<file path="src/rtl/sys_arr_if.sv">
// rtl/sys_arr_if.sv - edge operand and cycle-count bundle for the sys_arr systolic array
interface sys_arr_if;
    logic [31:0] l11, l21, l31, l41;
    logic [31:0] u11, u12, u13, u14;
    logic [3:0]  count;

    modport master (
        output l11, l21, l31, l41,
        output u11, u12, u13, u14,
        input  count
    );

    modport slave (
        input  l11, l21, l31, l41,
        input  u11, u12, u13, u14,
        output count
    );
endinterface

</file>
<file path="src/rtl/sys_arr.sv">
// rtl/sys_arr.sv - 4x4 output-stationary FP32 multiply-accumulate systolic array
module sys_arr (
    input  logic     clk,
    input  logic     rst,
    sys_arr_if.slave bus
);
    localparam logic [31:0] QNAN = 32'h7FC00000;

    function automatic logic [4:0] lzc27(input logic [26:0] v);
        logic [4:0] n;
        logic       found;
        n     = 5'd0;
        found = 1'b0;
        for (int k = 26; k >= 0; k--) begin
            if (v[k]) found = 1'b1;
            else if (!found) n = n + 5'd1;
        end
        return n;
    endfunction

    function automatic logic [31:0] fp_mul(input logic [31:0] x, input logic [31:0] y);
        logic              s, g, st;
        logic [47:0]       p;
        logic [23:0]       m;
        logic [24:0]       mr;
        logic signed [9:0] e;
        if (&x[30:23] || &y[30:23]) return QNAN;
        // Denormal operands flush to zero, and any zero operand yields +0.
        if (x[30:23] == 8'd0 || y[30:23] == 8'd0) return 32'h0;
        s = x[31] ^ y[31];
        p = {24'd0, 1'b1, x[22:0]} * {24'd0, 1'b1, y[22:0]};
        e = $signed({2'b00, x[30:23]}) + $signed({2'b00, y[30:23]}) - 10'sd127;
        if (p[47]) begin
            m  = p[47:24];
            g  = p[23];
            st = |p[22:0];
            e  = e + 10'sd1;
        end else begin
            m  = p[46:23];
            g  = p[22];
            st = |p[21:0];
        end
        mr = {1'b0, m} + {24'd0, g & (st | m[0])};
        if (mr[24]) begin
            m = mr[24:1];
            e = e + 10'sd1;
        end else begin
            m = mr[23:0];
        end
        if (e >= 10'sd255) return {s, 8'hFF, 23'd0};
        if (e <= 10'sd0) return {s, 31'd0};
        return {s, e[7:0], m[22:0]};
    endfunction

    function automatic logic [31:0] fp_add(input logic [31:0] x, input logic [31:0] y);
        logic              g, st, lost;
        logic [31:0]       a, b;
        logic [7:0]        d;
        logic [4:0]        sh, lz;
        logic [26:0]       ma, mb, res;
        logic [27:0]       sum;
        logic [23:0]       m;
        logic [24:0]       mr;
        logic signed [9:0] e;
        if ((&x[30:23] && |x[22:0]) || (&y[30:23] && |y[22:0])) return QNAN;
        // Infinities from multiplier overflow must survive accumulation.
        if (&x[30:23] && &y[30:23] && (x[31] != y[31])) return QNAN;
        if (&x[30:23]) return x;
        if (&y[30:23]) return y;
        if (x[30:23] == 8'd0 && y[30:23] == 8'd0) return {x[31] & y[31], 31'd0};
        if (x[30:23] == 8'd0) return y;
        if (y[30:23] == 8'd0) return x;
        if (y[30:0] > x[30:0]) begin
            a = y;
            b = x;
        end else begin
            a = x;
            b = y;
        end
        d    = a[30:23] - b[30:23];
        sh   = (d > 8'd27) ? 5'd27 : d[4:0];
        ma   = {1'b1, a[22:0], 3'b000};
        mb   = {1'b1, b[22:0], 3'b000};
        lost = |(mb & ((27'd1 << sh) - 27'd1));
        mb   = (mb >> sh) | {26'd0, lost};
        sum  = (a[31] == b[31]) ? ({1'b0, ma} + {1'b0, mb}) : ({1'b0, ma} - {1'b0, mb});
        if (sum == 28'd0) return 32'h0;
        e = $signed({2'b00, a[30:23]});
        if (sum[27]) begin
            res = sum[27:1] | {26'd0, sum[0]};
            e   = e + 10'sd1;
        end else begin
            lz  = lzc27(sum[26:0]);
            res = sum[26:0] << lz;
            e   = e - $signed({5'd0, lz});
        end
        m  = res[26:3];
        g  = res[2];
        st = |res[1:0];
        mr = {1'b0, m} + {24'd0, g & (st | m[0])};
        if (mr[24]) begin
            m = mr[24:1];
            e = e + 10'sd1;
        end else begin
            m = mr[23:0];
        end
        if (e >= 10'sd255) return {a[31], 8'hFF, 23'd0};
        if (e <= 10'sd0) return {a[31], 31'd0};
        return {a[31], e[7:0], m[22:0]};
    endfunction

    logic [31:0] l_edge [4];
    logic [31:0] u_edge [4];
    logic [3:0]  cnt_q, cnt_d;
    logic [3:0]  count;

    assign l_edge[0] = bus.l11;
    assign l_edge[1] = bus.l21;
    assign l_edge[2] = bus.l31;
    assign l_edge[3] = bus.l41;
    assign u_edge[0] = bus.u11;
    assign u_edge[1] = bus.u12;
    assign u_edge[2] = bus.u13;
    assign u_edge[3] = bus.u14;

    for (genvar i = 0; i < 4; i++) begin : g_row
        for (genvar j = 0; j < 4; j++) begin : g_col
            logic [31:0] left, top, acc_q, acc_d;

            if (j == 0) begin : g_lsrc
                assign left = l_edge[i];
            end else begin : g_lsrc
                assign left = g_row[i].g_col[j-1].g_a.a_q;
            end

            if (i == 0) begin : g_tsrc
                assign top = u_edge[j];
            end else begin : g_tsrc
                assign top = g_row[i-1].g_col[j].g_b.b_q;
            end

            always_comb begin
                acc_d = fp_add(acc_q, fp_mul(left, top));
            end

            always_ff @(posedge clk or negedge rst) begin
                if (!rst) acc_q <= '0;
                else      acc_q <= acc_d;
            end

            // The last column/row pipeline registers would feed nothing, so they are not built.
            if (j < 3) begin : g_a
                logic [31:0] a_q, a_d;
                always_comb a_d = left;
                always_ff @(posedge clk or negedge rst) begin
                    if (!rst) a_q <= '0;
                    else      a_q <= a_d;
                end
            end

            if (i < 3) begin : g_b
                logic [31:0] b_q, b_d;
                always_comb b_d = top;
                always_ff @(posedge clk or negedge rst) begin
                    if (!rst) b_q <= '0;
                    else      b_q <= b_d;
                end
            end
        end
    end

    always_comb begin
        cnt_d = (cnt_q == 4'd15) ? cnt_q : cnt_q + 4'd1;
    end

    always_ff @(posedge clk or negedge rst) begin
        if (!rst) cnt_q <= '0;
        else      cnt_q <= cnt_d;
    end

    assign count     = cnt_q;
    assign bus.count = count;

    logic [31:0] r11, r12, r13, r14, r21, r22, r23, r24;
    logic [31:0] r31, r32, r33, r34, r41, r42, r43, r44;
    assign r11 = g_row[0].g_col[0].acc_q;
    assign r12 = g_row[0].g_col[1].acc_q;
    assign r13 = g_row[0].g_col[2].acc_q;
    assign r14 = g_row[0].g_col[3].acc_q;
    assign r21 = g_row[1].g_col[0].acc_q;
    assign r22 = g_row[1].g_col[1].acc_q;
    assign r23 = g_row[1].g_col[2].acc_q;
    assign r24 = g_row[1].g_col[3].acc_q;
    assign r31 = g_row[2].g_col[0].acc_q;
    assign r32 = g_row[2].g_col[1].acc_q;
    assign r33 = g_row[2].g_col[2].acc_q;
    assign r34 = g_row[2].g_col[3].acc_q;
    assign r41 = g_row[3].g_col[0].acc_q;
    assign r42 = g_row[3].g_col[1].acc_q;
    assign r43 = g_row[3].g_col[2].acc_q;
    assign r44 = g_row[3].g_col[3].acc_q;
endmodule

</file>
<file path="src/flat_wrapper.sv">
// flat-port wrapper written by rule: the top's interface ports become plain ports
module sys_arr_flat 
  (clk, rst, bus_l11, bus_l21, bus_l31, bus_l41, bus_u11, bus_u12, bus_u13, bus_u14, bus_count);
  sys_arr_if bus_i ();
  input  logic clk;
  input  logic rst;
  input wire logic [$bits(bus_i.l11)-1:0] bus_l11;
  input wire logic [$bits(bus_i.l21)-1:0] bus_l21;
  input wire logic [$bits(bus_i.l31)-1:0] bus_l31;
  input wire logic [$bits(bus_i.l41)-1:0] bus_l41;
  input wire logic [$bits(bus_i.u11)-1:0] bus_u11;
  input wire logic [$bits(bus_i.u12)-1:0] bus_u12;
  input wire logic [$bits(bus_i.u13)-1:0] bus_u13;
  input wire logic [$bits(bus_i.u14)-1:0] bus_u14;
  output wire logic [$bits(bus_i.count)-1:0] bus_count;
  assign bus_i.l11 = bus_l11;
  assign bus_i.l21 = bus_l21;
  assign bus_i.l31 = bus_l31;
  assign bus_i.l41 = bus_l41;
  assign bus_i.u11 = bus_u11;
  assign bus_i.u12 = bus_u12;
  assign bus_i.u13 = bus_u13;
  assign bus_i.u14 = bus_u14;
  assign bus_count = bus_i.count;
  sys_arr u_core (.clk(clk), .rst(rst), .bus(bus_i));
endmodule
</file>
<file path="config.mk">
export PLATFORM = sky130hd
export DESIGN_NAME = sys_arr_flat
export DESIGN_NICKNAME = d
export VERILOG_FILES = /design/src/rtl/sys_arr_if.sv /design/src/rtl/sys_arr.sv /design/src/flat_wrapper.sv
export SDC_FILE = /design/constraint.sdc
export NUM_CORES = 1
export LEC_CHECK = 0
export ABC_AREA = 0
export CAP_MARGIN = 20
export CORE_AREA = 2 2 101 103
export DETAILED_ROUTE_END_ITERATION = 8
export DIE_AREA = 0 0 103 105
export GPL_TIMING_DRIVEN = 0
export PLACE_DENSITY_LB_ADDON = 0.08
export SLEW_MARGIN = 20
export SYNTH_ARGS = -nofsm -noshare
export SYNTH_HDL_FRONTEND = slang
export SYNTH_SLANG_ARGS = --single-unit
</file>
<file path="constraint.sdc">
create_clock -name clk -period 3.2 [get_ports clk]
set_clock_uncertainty 0.1 [all_clocks]
set_input_delay 0.64 -clock clk [delete_from_list [all_inputs] [get_ports clk]]
set_output_delay 0.64 -clock clk [all_outputs]
set_load 0.05 [all_outputs]
</file>
==> metrics.md, run 1 <==
| Metric | Value |
|---|---|
| Status | completed |
| Least-Margin Pin Slew | 546.9 ps |
| Drt pass-1 iters | 2 |
| Proportion of layout cells with a drive suffix above 1 | 0.2273 |
| Syn Inst Count | 14 |
| Core area | 9639 um^2 |
| Post-CTS setup repair buffer count | 0 |
| Setup crit end kind | primary output |
| CTS root buffer | clkbuf_8 |
| Worst Path Required | 2460 ps |
| Main combinational cell family by area after synthesis | simple AND/OR/NAND/NOR gates |
| Deepest clock path buffer count | 2 |
| WP buf/inv | 1 |
| Via count | 143 |
| LEAKAGE | 0.1161 nW |
| Rows | 36 |
| Post-DP HPWL | 430.8 um |
| Routed wire length | 540 um |
| Post-Layout Inst Area | 440.4 um^2 |
| Slew margin rel. | 0.6343 |
| Number of antenna violations at the first check in global routing | 0 |
| Vias/cell | 0.9226 |
| First-pass GRT wire length | 883 um |
| Register Area | 100.1 um^2 |
| CTS resizes | 0 |
| Critical Path Start Type | flop |
| Synth Area in Adders | 0.06849 |
| TritonCTS clock tree | built |
| Placed Cells | 152 |
| Port bufs | 5 |
| Mux share of post-synthesis cell area | 0.08219 |
| Die Area | 10820 um^2 |
| DR iter-0 viols | 6 |
| Clock edge transition at the registers on the reported setup and hold paths | 30 ps |
| Final antenna-violating net count | 0 |
| Nets | 283 |
| Peak supply drop | 0.1972 mV |
| Most common cell after layout, fill and taps aside | clkdlybuf4s50_1 |
| Critical path class | flop to primary output |
| Final setup vio count | 0 |
| Pin count of the biggest net entering global routing | 7 |
| Unique masters post-synth | 10 |
| CTS Sinks | 4 |
| Die Ht | 105 um |
| Fin cells | 155 |
| Fin crit share | 0.7066 |
| Hold Path Class | flop to flop |
| Critical Path AT | 1520 ps |
| Vias in the first global route | 161 |
| Post-DP Area | 399.1 um^2 |
| Layout area overhead | 141.1% |
| Die Wd | 103 um |
| Tmin final | 2261 ps |
| PwrDens | 363.9 nW/um^2 |
| Crit path max fanout | 6 |
| Sequential area share after synthesis | 0.5479 |
| Ports | 262 |
| Seq cells post-synth | 4 |
| Most frequent cells in the layout | 5 x clkdlybuf4s50_1, 4 x dfrtp_1, 3 x clkbuf_8, 2 x nor2b_1 |
| Fillers | 1168 |
| Largest register FFs | 4 |
| Final Hold Fails | 0 |
| Yosys warnings | 0 |
| CTS Buf Count | 3 |
| Total GRT Usage | 0.01271 |
| Maxcap violations | 0 |
| # hold bufs at CTS | 0 |
| Max-slew violation count | 0 |
| CP top delay family | buffers and inverters |
| RSZ-0062 raised after global routing | false |
| Initial Utilization | 0.01895 |
| CP peak stage delay | 870 ps |
| Routability cong. | 0.5553 |
| Total Neg Setup Slack | 0 ps |
| Crit-path cells | clkdlybuf4s50_1 |
| Net Count, Synth | 273 |
| Mean Syn Cell Area | 13.05 um^2 |
| Skew-Pair Late Insertion Delay | 220 ps |
| CP max-delay cell | clkdlybuf4s50_1 |
| Post-Syn Area | 182.7 um^2 |
| Synth Area in Simple Gates | 0.1438 |
| Post-Synth XOR/XNOR Area | 0.04795 |
| DRC viols | 0 |
| Avg WL per Cell | 3.484 um |
| Multi-input gate area | 82.58 um^2 |
| # H-tree levels | 1 |
| Compound-gate portion of the synthesized area | 0.1096 |
| Max Fclk | 0.4423 GHz |
| Overflow after GRT | 0 |
| N_diodes | 0 |
[cell families after synthesis]
| group | Yosys count |
|---|---|
| mux | 1 |
| flops | 4 |
| simple gates | 4 |
| fa+ha+maj | 1 |
| xor+xnor | 1 |
| compound gates | 3 |
[layout make-up]
type | count | share of cell area
well taps | 133 | 0.3778
clock buffers | 3 | 0.09375
flip-flops and latches | 4 | 0.2273
multi-input cells | 10 | 0.1875
repair buffers | 5 | 0.1136
[path summary, 6_finish.rpt]
kind | slack, ps | to | cells past startpoint | startpoint
max reg2reg | 1830 | u_core.bus.count[1]$_DFFE_PN0P_ | 3 | u_core.bus.count[0]$_DFFE_PN0P_
min reg2reg | 470 | u_core.bus.count[2]$_DFFE_PN0P_ | 1 | u_core.bus.count[2]$_DFFE_PN0P_
max in group asynchronous | 2290 | u_core.bus.count[2]$_DFFE_PN0P_ | 1 | rst
min | 470 | u_core.bus.count[2]$_DFFE_PN0P_ | 1 | u_core.bus.count[2]$_DFFE_PN0P_
min in group asynchronous | 530 | u_core.bus.count[0]$_DFFE_PN0P_ | 1 | rst
max | 940 | bus_count[2] | 1 | u_core.bus.count[2]$_DFFE_PN0P_
[Yosys cell counts]
library cell,number,share of area
a41oi_1,1,0.048
a31oi_1,1,0.034
nand3_2,1,0.055
a21oi_1,1,0.027
xor2_1,1,0.048
dfrtp_1,4,0.55
mux2_4,1,0.082
ha_1,1,0.068
nor2b_1,2,0.068
nor2_1,1,0.021
[per-layer routing]
layer	GRT usage	vias up	share of wire
li1	-	69	-
met1	0.01969	63	0.68
met2	0.008349	9	0.20
met3	0.01405	2	0.11
met4	0.005639	0	0.015
met5	0	-	0
[metrics by stage]
step	power, W	utilization	hold WS, ps	setup WS [ps]
floorplan	0.00005152	-	244.4	1587
global placement	0.00005381	0.04141	481.4	1152
detailed placement	0.00005370	0.04141	475.2	1154
CTS	0.0001633	0.04569	479.4	922.0
global route	0.0001712	0.04569	509.7	885.5
finish	0.0001602	0.04569	467.8	939.0
[power breakdown]
group          leakage (nW)  internal, W  switching (W)
sequential           0.0350    0.0000510              0
clock                0.0216    0.0000802      0.0000270
combinational        0.0595   0.00000109    0.000000996
total                 0.116     0.000132      0.0000280
Power figures use the tool's default switching activity.
==> run 2, diff against run 1 <==
clock period = 1.9 ns   (was 3.2 ns; I/O delays follow)
==> run 2 against run 1 <==
  * Cell count is the same
  * Critical path depth did not move
  * Cell area decreased by 1.1%
  * Hold slack got worse by 200 ps
  * Sequential power up 68%
  * Sequential share of layout area rose by 0.26 points
==> metrics.md, run 2 (synthesized netlist as in run 1, its figures left out) <==
| Metric | Value |
|---|---|
| Core area | 9639 um^2 (unchanged) |
| Ports | 262 (unchanged) |
| Rows | 36 (unchanged) |
| Combinational cell fraction of total power | 0.013 (about the same) |
| PwrDens | 619.8 nW/um^2 (was 363.9 nW/um^2) |
| Critical Path AT | 1230 ps (was 1520 ps) |
| Setup crit end kind | primary output (unchanged) |
| CTS Sinks | 4 (unchanged) |
| Die Ht | 105 um (unchanged) |
| Total Neg Setup Slack | 0 ps (unchanged) |
| First-pass GRT wire length | 883 um (unchanged) |
| Post-CTS setup repair buffer count | 0 (unchanged) |
| CTS resizes | 4 (was 0) |
| Status | completed (unchanged) |
| Hold Path Class | primary input to asynchronous set/reset pin (was flop to flop) |
| Routed wire length | 539 um (was 540 um) |
| Fin cells | 155 (unchanged) |
| Multi-input gate area | 82.58 um^2 (unchanged) |
| Pin count of the biggest net entering global routing | 7 (unchanged) |
| Skew-Pair Late Insertion Delay | 220 ps (about the same) |
| Fillers | 1168 (unchanged) |
| Least-Margin Pin Slew | 541.3 ps (was 546.9 ps) |
| Placed Cells | 152 (unchanged) |
| Net switching power | 0.00004708 W (was 0.00002797 W) |
| Deepest clock path buffer count | 2 (unchanged) |
| Maxcap violations | 0 (unchanged) |
| Proportion of layout cells with a drive suffix above 1 | 0.2273 (unchanged) |
| CTS root buffer | clkbuf_8 (unchanged) |
| Slew margin rel. | 0.6406 (was 0.6343) |
| Max Fclk | 0.5832 GHz |
| Reg power frac | 0.318 (about the same) |
| RSZ-0062 raised after global routing | false (unchanged) |
| WP buf/inv | 1 (unchanged) |
| CP top delay family | buffers and inverters (unchanged) |
| Number of antenna violations at the first check in global routing | 0 (unchanged) |
| Vias in the first global route | 161 (unchanged) |
| Peak supply drop | 0.3322 mV (was 0.1972 mV) |
| DR iter-0 viols | 5 (was 6) |
| Fin crit share | 0.9025 |
| Tmin final | 1715 ps |
| Worst reg2reg path depth | 3 (unchanged) |
| Die Area | 10820 um^2 (unchanged) |
| Nets | 283 (unchanged) |
| Initial Utilization | 0.01895 (unchanged) |
| Port bufs | 5 (unchanged) |
| # hold bufs at CTS | 0 (unchanged) |
| Total GRT Usage | 0.01271 (unchanged) |
| Largest register FFs | 4 (unchanged) |
| Most frequent cells in the layout | 4 x dlygate4sd2_1, 4 x dfrtp_1, 3 x clkbuf_8, 2 x nor2b_1 (was 5 x clkdlybuf4s50_1, 4 x dfrtp_1, 3 x clkbuf_8, 2 x nor2b_1) |
| Final antenna-violating net count | 0 (unchanged) |
| Avg WL per Cell | 3.477 um (was 3.484 um) |
| Routability cong. | 0.5553 (unchanged) |
| CP peak stage delay | 590 ps (was 870 ps) |
| LEAKAGE | 0.1074 nW (was 0.1161 nW) |
| TritonCTS clock tree | built (unchanged) |
| Register Area | 100.1 um^2 (unchanged) |
| N_diodes | 0 (unchanged) |
| Drt pass-1 iters | 2 (unchanged) |
| Layout area overhead | 138.4% (was 141.1%) |
| Post-DP HPWL | 430.8 um (unchanged) |
| Crit-path cells | dlygate4sd2_1 (was clkdlybuf4s50_1) |
| Vias/cell | 0.9226 (unchanged) |
| Final setup vio count | 0 (unchanged) |
| Critical R2R Capture | u_core.bus.count[1]$_DFFE_PN0P_ (unchanged) |
| Overflow after GRT | 0 (unchanged) |
| Via count | 143 (unchanged) |
| Critical Path Start Type | flop (unchanged) |
| Worst Path Required | 1420 ps (was 2460 ps) |
| # H-tree levels | 1 (unchanged) |
| DRC viols | 0 (unchanged) |
| CTS Buf Count | 3 (unchanged) |
| Crit path max fanout | 6 (unchanged) |
| Die Wd | 103 um (unchanged) |
| P_int | 0.0002228 W (was 0.0001323 W) |
| Critical path class | flop to primary output (unchanged) |
| Final Hold Fails | 0 (unchanged) |
| Clock edge transition at the registers on the reported setup and hold paths | 30 ps (about the same) |
| Final core utilization | 0.04517 (was 0.04569) |
| CP max-delay cell | dlygate4sd2_1 (was clkdlybuf4s50_1) |
| Sw Ratio | 0.1744 (was 0.1745) |
| Clk pwr share | 0.669 (about the same) |
| Max-slew violation count | 0 (unchanged) |
| R2R Setup Slk | 530 ps (was 1830 ps) |
| FF-to-FF Start | u_core.bus.count[0]$_DFFE_PN0P_ (unchanged) |
## run 2: changes by cell type in the layout (fill, tap and decap cells not counted), sizes merged
cell and change:
dlygate4sd2 +4, clkdlybuf4s50 -4
## run 2: area by class of cell
type	count	share of cell area
timing repair buffer	5	0.1034
multi-input combinational	10	0.1897
sequential	4	0.2299
clock buffer	3	0.09483
tap	133	0.3822
## run 2: through the flow
step | worst slack, ps | total power, W | area, um^2 | hold slack (ps)
after floorplan | 286.6 | 0.00008677 | 182.7 | -15.59
after global placement | 111.8 | 0.00009062 | 399.1 | 481.4
after detailed placement | 114.0 | 0.00009044 | 399.1 | 475.2
after CTS | 168.4 | 0.0002750 | 435.4 | 276.6
after global routing | 133.9 | 0.0002884 | 435.4 | 279.4
final | 185.3 | 0.0002699 | 435.4 | 270.8
## run 2: layer usage
metal | part of all wire | GRT usage | vias to the layer above
li1 | - | - | 69
met1 | 0.68 | 0.01969 | 63
met2 | 0.20 | 0.008349 | 9
met3 | 0.11 | 0.01405 | 2
met4 | 0.015 | 0.005639 | 0
met5 | 0 | 0 | -
## run 2: worst max-delay path by stage
stage                     slack (ps)                              end  cells after the start                       startpoint
after floorplan                  290  u_core.bus.count[1]$_DFFE_PN0P_                      3  u_core.bus.count[0]$_DFFE_PN0P_
after global placement           110                     bus_count[2]                      1  u_core.bus.count[2]$_DFFE_PN0P_
after detailed placement         110                     bus_count[2]                      1  u_core.bus.count[2]$_DFFE_PN0P_
after CTS                        170                     bus_count[2]                      1  u_core.bus.count[2]$_DFFE_PN0P_
after global routing             130                     bus_count[2]                      1  u_core.bus.count[2]$_DFFE_PN0P_
final                            190                     bus_count[2]                      1  u_core.bus.count[2]$_DFFE_PN0P_
## run 2: worst reg2reg max path, stage by stage (launching register included)
cell     delay [ps]
dfrtp_1         430
ha_1            270
nand3_2         130
mux2_4          320
## run 2: power groups by stage
stage | registers [W] | clock network, W | logic (W)
finish | 0.0000858 | 0.000181 | 0.00000351
global route | 0.0000857 | 0.000199 | 0.00000395
CTS | 0.0000858 | 0.000186 | 0.00000370
detailed placement | 0.0000867 | 0 | 0.00000370
global placement | 0.0000867 | 0 | 0.00000388
floorplan | 0.0000868 | 0 | 0.0000000000379
==> run 3, diff against run 2 <==
CTS_CLUSTER_DIAMETER = 120   (was not set)
clock period = 1.5 ns   (was 1.9 ns; I/O delays follow)
==> run 3 against run 2 <==
  * Flip-flop and latch count unchanged
  * Count of clock-buffer cells in the layout increased by 1
  * First-iteration DRC count decreased by 80%
  * Via count increased by 3.5%
  * Worst setup slack got worse by 97 ps
  * Utilization about the same
  * Cell area increased by 0.86%
  * Non-clock buffer count unchanged
  * Combinational power increased by 27%
  * Sequential share of layout area increased by 0.37 points
  * Critical path type unchanged
  * Critical endpoint is now bus_count[0]
==> metrics.md, run 3 (synthesized netlist as in run 1, its figures left out) <==
| Metric | Value |
|---|---|
| DR iter-0 viols | 1 (was 5) |
| Least-Margin Pin Slew | 284.6 ps (was 541.3 ps) |
| Peak supply drop | 0.3208 mV (was 0.3322 mV) |
| LEAKAGE | 0.1151 nW (was 0.1074 nW) |
| Hold Path Class | primary input to asynchronous set/reset pin (unchanged) |
| Slew margin rel. | 0.8112 (was 0.6406) |
| Combinational cell fraction of total power | 0.013 (about the same) |
| # hold bufs at CTS | 0 (unchanged) |
| Total GRT Usage | 0.01190 (was 0.01271) |
| Critical Path Stages | 1 (unchanged) |
| R2R Setup Slk | 180 ps (was 530 ps) |
| Port bufs | 5 (unchanged) |
| CP peak stage delay | 400 ps (was 590 ps) |
| Die Wd | 103 um (unchanged) |
| Critical Path AT | 1010 ps (was 1230 ps) |
| Die Ht | 105 um (unchanged) |
| Worst Path Required | 1100 ps (was 1420 ps) |
| Most common cell after layout, fill and taps aside | clkbuf_8 |
| Fin crit share | 0.9413 |
| Critical R2R Capture | u_core.bus.count[1]$_DFFE_PN0P_ (unchanged) |
| Proportion of layout cells with a drive suffix above 1 | 0.4783 (was 0.2273) |
| First-pass GRT wire length | 800 um (was 883 um) |
| Maxcap violations | 0 (unchanged) |
| PwrDens | 802.2 nW/um^2 (was 619.8 nW/um^2) |
| Number of antenna violations at the first check in global routing | 0 (unchanged) |
| Largest register FFs | 4 (unchanged) |
| DRC viols | 0 (unchanged) |
| Status | completed (unchanged) |
| # H-tree levels | 1 (unchanged) |
| Critical Path Sink | bus_count[0] (was bus_count[2]) |
| P_int | 0.0002926 W (was 0.0002228 W) |
| Vias/cell | 0.9487 (was 0.9226) |
| Core area | 9639 um^2 (unchanged) |
| Vias in the first global route | 148 (was 161) |
| Final core utilization | 0.04556 (was 0.04517) |
| Critical path class | flop to primary output (unchanged) |
| Hold Slack | 191.7 ps (was 270.8 ps) |
| Max Fclk | 0.7082 GHz |
| Overflow after GRT | 0 (unchanged) |
| FF-to-FF Start | u_core.bus.count[0]$_DFFE_PN0P_ (unchanged) |
| Max-slew violation count | 0 (unchanged) |
| Drt pass-1 iters | 3 (was 2) |
| Nets | 283 (unchanged) |
| Sw Ratio | 0.1696 (was 0.1744) |
| CP top delay family | flip-flops (was buffers and inverters) |
| CTS Buf Count | 3 (unchanged) |
| CP max-delay cell | dfrtp_2 (was dlygate4sd2_1) |
| Tmin final | 1412 ps |
| Crit path max fanout | 5 (was 6) |
| Die Area | 10820 um^2 (unchanged) |
| Crit-path cells | clkdlybuf4s15_2 (was dlygate4sd2_1) |
| Net switching power | 0.00005973 W (was 0.00004708 W) |
| Clock edge transition at the registers on the reported setup and hold paths | 30 ps (about the same) |
| Rows | 36 (unchanged) |
| N_diodes | 0 (unchanged) |
| Final setup vio count | 0 (unchanged) |
| Deepest clock path buffer count | 2 (unchanged) |
| Layout area overhead | 140.4% (was 138.4%) |
| Routability cong. | 0.5337 (was 0.5553) |
| CTS Sinks | 4 (unchanged) |
| WP buf/inv | 1 (unchanged) |
| Critical Path Start Type | flop (unchanged) |
| Reg power frac | 0.308 (was 0.318) |
| Final antenna-violating net count | 0 (unchanged) |
| Critical path startpoint | u_core.bus.count[0]$_DFFE_PN0P_ (was u_core.bus.count[2]$_DFFE_PN0P_) |
| Ports | 262 (unchanged) |
| Setup crit end kind | primary output (unchanged) |
| CTS root buffer | clkbuf_8 (unchanged) |
| RSZ-0062 raised after global routing | false (unchanged) |
| Routed wire length | 540 um (was 539 um) |
| Skew-Pair Late Insertion Delay | 220 ps (about the same) |
| Initial Utilization | 0.01895 (unchanged) |
| Avg WL per Cell | 3.462 um (was 3.477 um) |
| Via count | 148 (was 143) |
| Clk pwr share | 0.679 (was 0.669) |
| Pin count of the biggest net entering global routing | 7 (unchanged) |
| Final Hold Fails | 0 (unchanged) |
| Worst reg2reg path depth | 3 (unchanged) |
| TritonCTS clock tree | built (unchanged) |
| Fillers | 1166 (was 1168) |
run 3: worst min-delay path by stage:
stage / startpoint / end / slack [ps] / cells past startpoint
after floorplan: rst / u_core.bus.count[0]$_DFFE_PN0P_ / -100 / 0
after global placement: rst / u_core.bus.count[3]$_DFFE_PN0P_ / 430 / 1
after detailed placement: u_core.bus.count[0]$_DFFE_PN0P_ / u_core.bus.count[0]$_DFFE_PN0P_ / 420 / 1
after CTS: rst / u_core.bus.count[0]$_DFFE_PN0P_ / 190 / 1
after global routing: rst / u_core.bus.count[0]$_DFFE_PN0P_ / 200 / 1
final: rst / u_core.bus.count[0]$_DFFE_PN0P_ / 190 / 1
run 3: layout make-up:
class / count / area [um^2] / area share
Sequential cell: 4 / 102.6 / 0.2336
Clock buffer: 4 / 45.04 / 0.1026
Multi-Input combinational cell: 10 / 82.58 / 0.1880
Timing Repair Buffer: 5 / 42.54 / 0.09687
Tap cell: 133 / 166.4 / 0.3789
run 3: stage by stage:
stage / total power (W) / setup WS, ps / std cells / cell area [um^2] / setup TNS (ps)
floorplan: 0.0001099 / 57.81 / 14 / 185.2 / 0
global placement: 0.0001145 / -213.3 / 152 / 401.6 / -646.2
detailed placement: 0.0001145 / -209.1 / 152 / 401.6 / -626.3
CTS: 0.0003627 / 5.017 / 156 / 451.7 / 0
global route: 0.0003695 / 40.64 / 156 / 439.2 / 0
finish: 0.0003523 / 88.02 / 156 / 439.2 / 0
run 3: power groups by stage:
stage / combinational (W) / sequential, W / clock, W
floorplan: 0.0000000000379 / 0.000110 / 0
CTS: 0.00000470 / 0.000109 / 0.000249
detailed placement: 0.00000470 / 0.000110 / 0
global placement: 0.00000470 / 0.000110 / 0
finish: 0.00000445 / 0.000109 / 0.000239
global route: 0.00000489 / 0.000109 / 0.000256
run 3: repair_timing:
action | CTS | global route
hold endpoints to repair | 0 | 0
endpoints found under the setup margin | 4 | 2
buffers inserted | 0 | 0
resized for setup | 12 | 4
cloned | 0 | 0
run 3: routing by layer:
layer  track usage  wire [um]  vias to the layer above
met4      0.005639          0                        0
met1       0.01649        342                       71
li1              -          -                       68
met3       0.01672         54                        0
met5             0          0                        -
met2      0.007421        144                        9
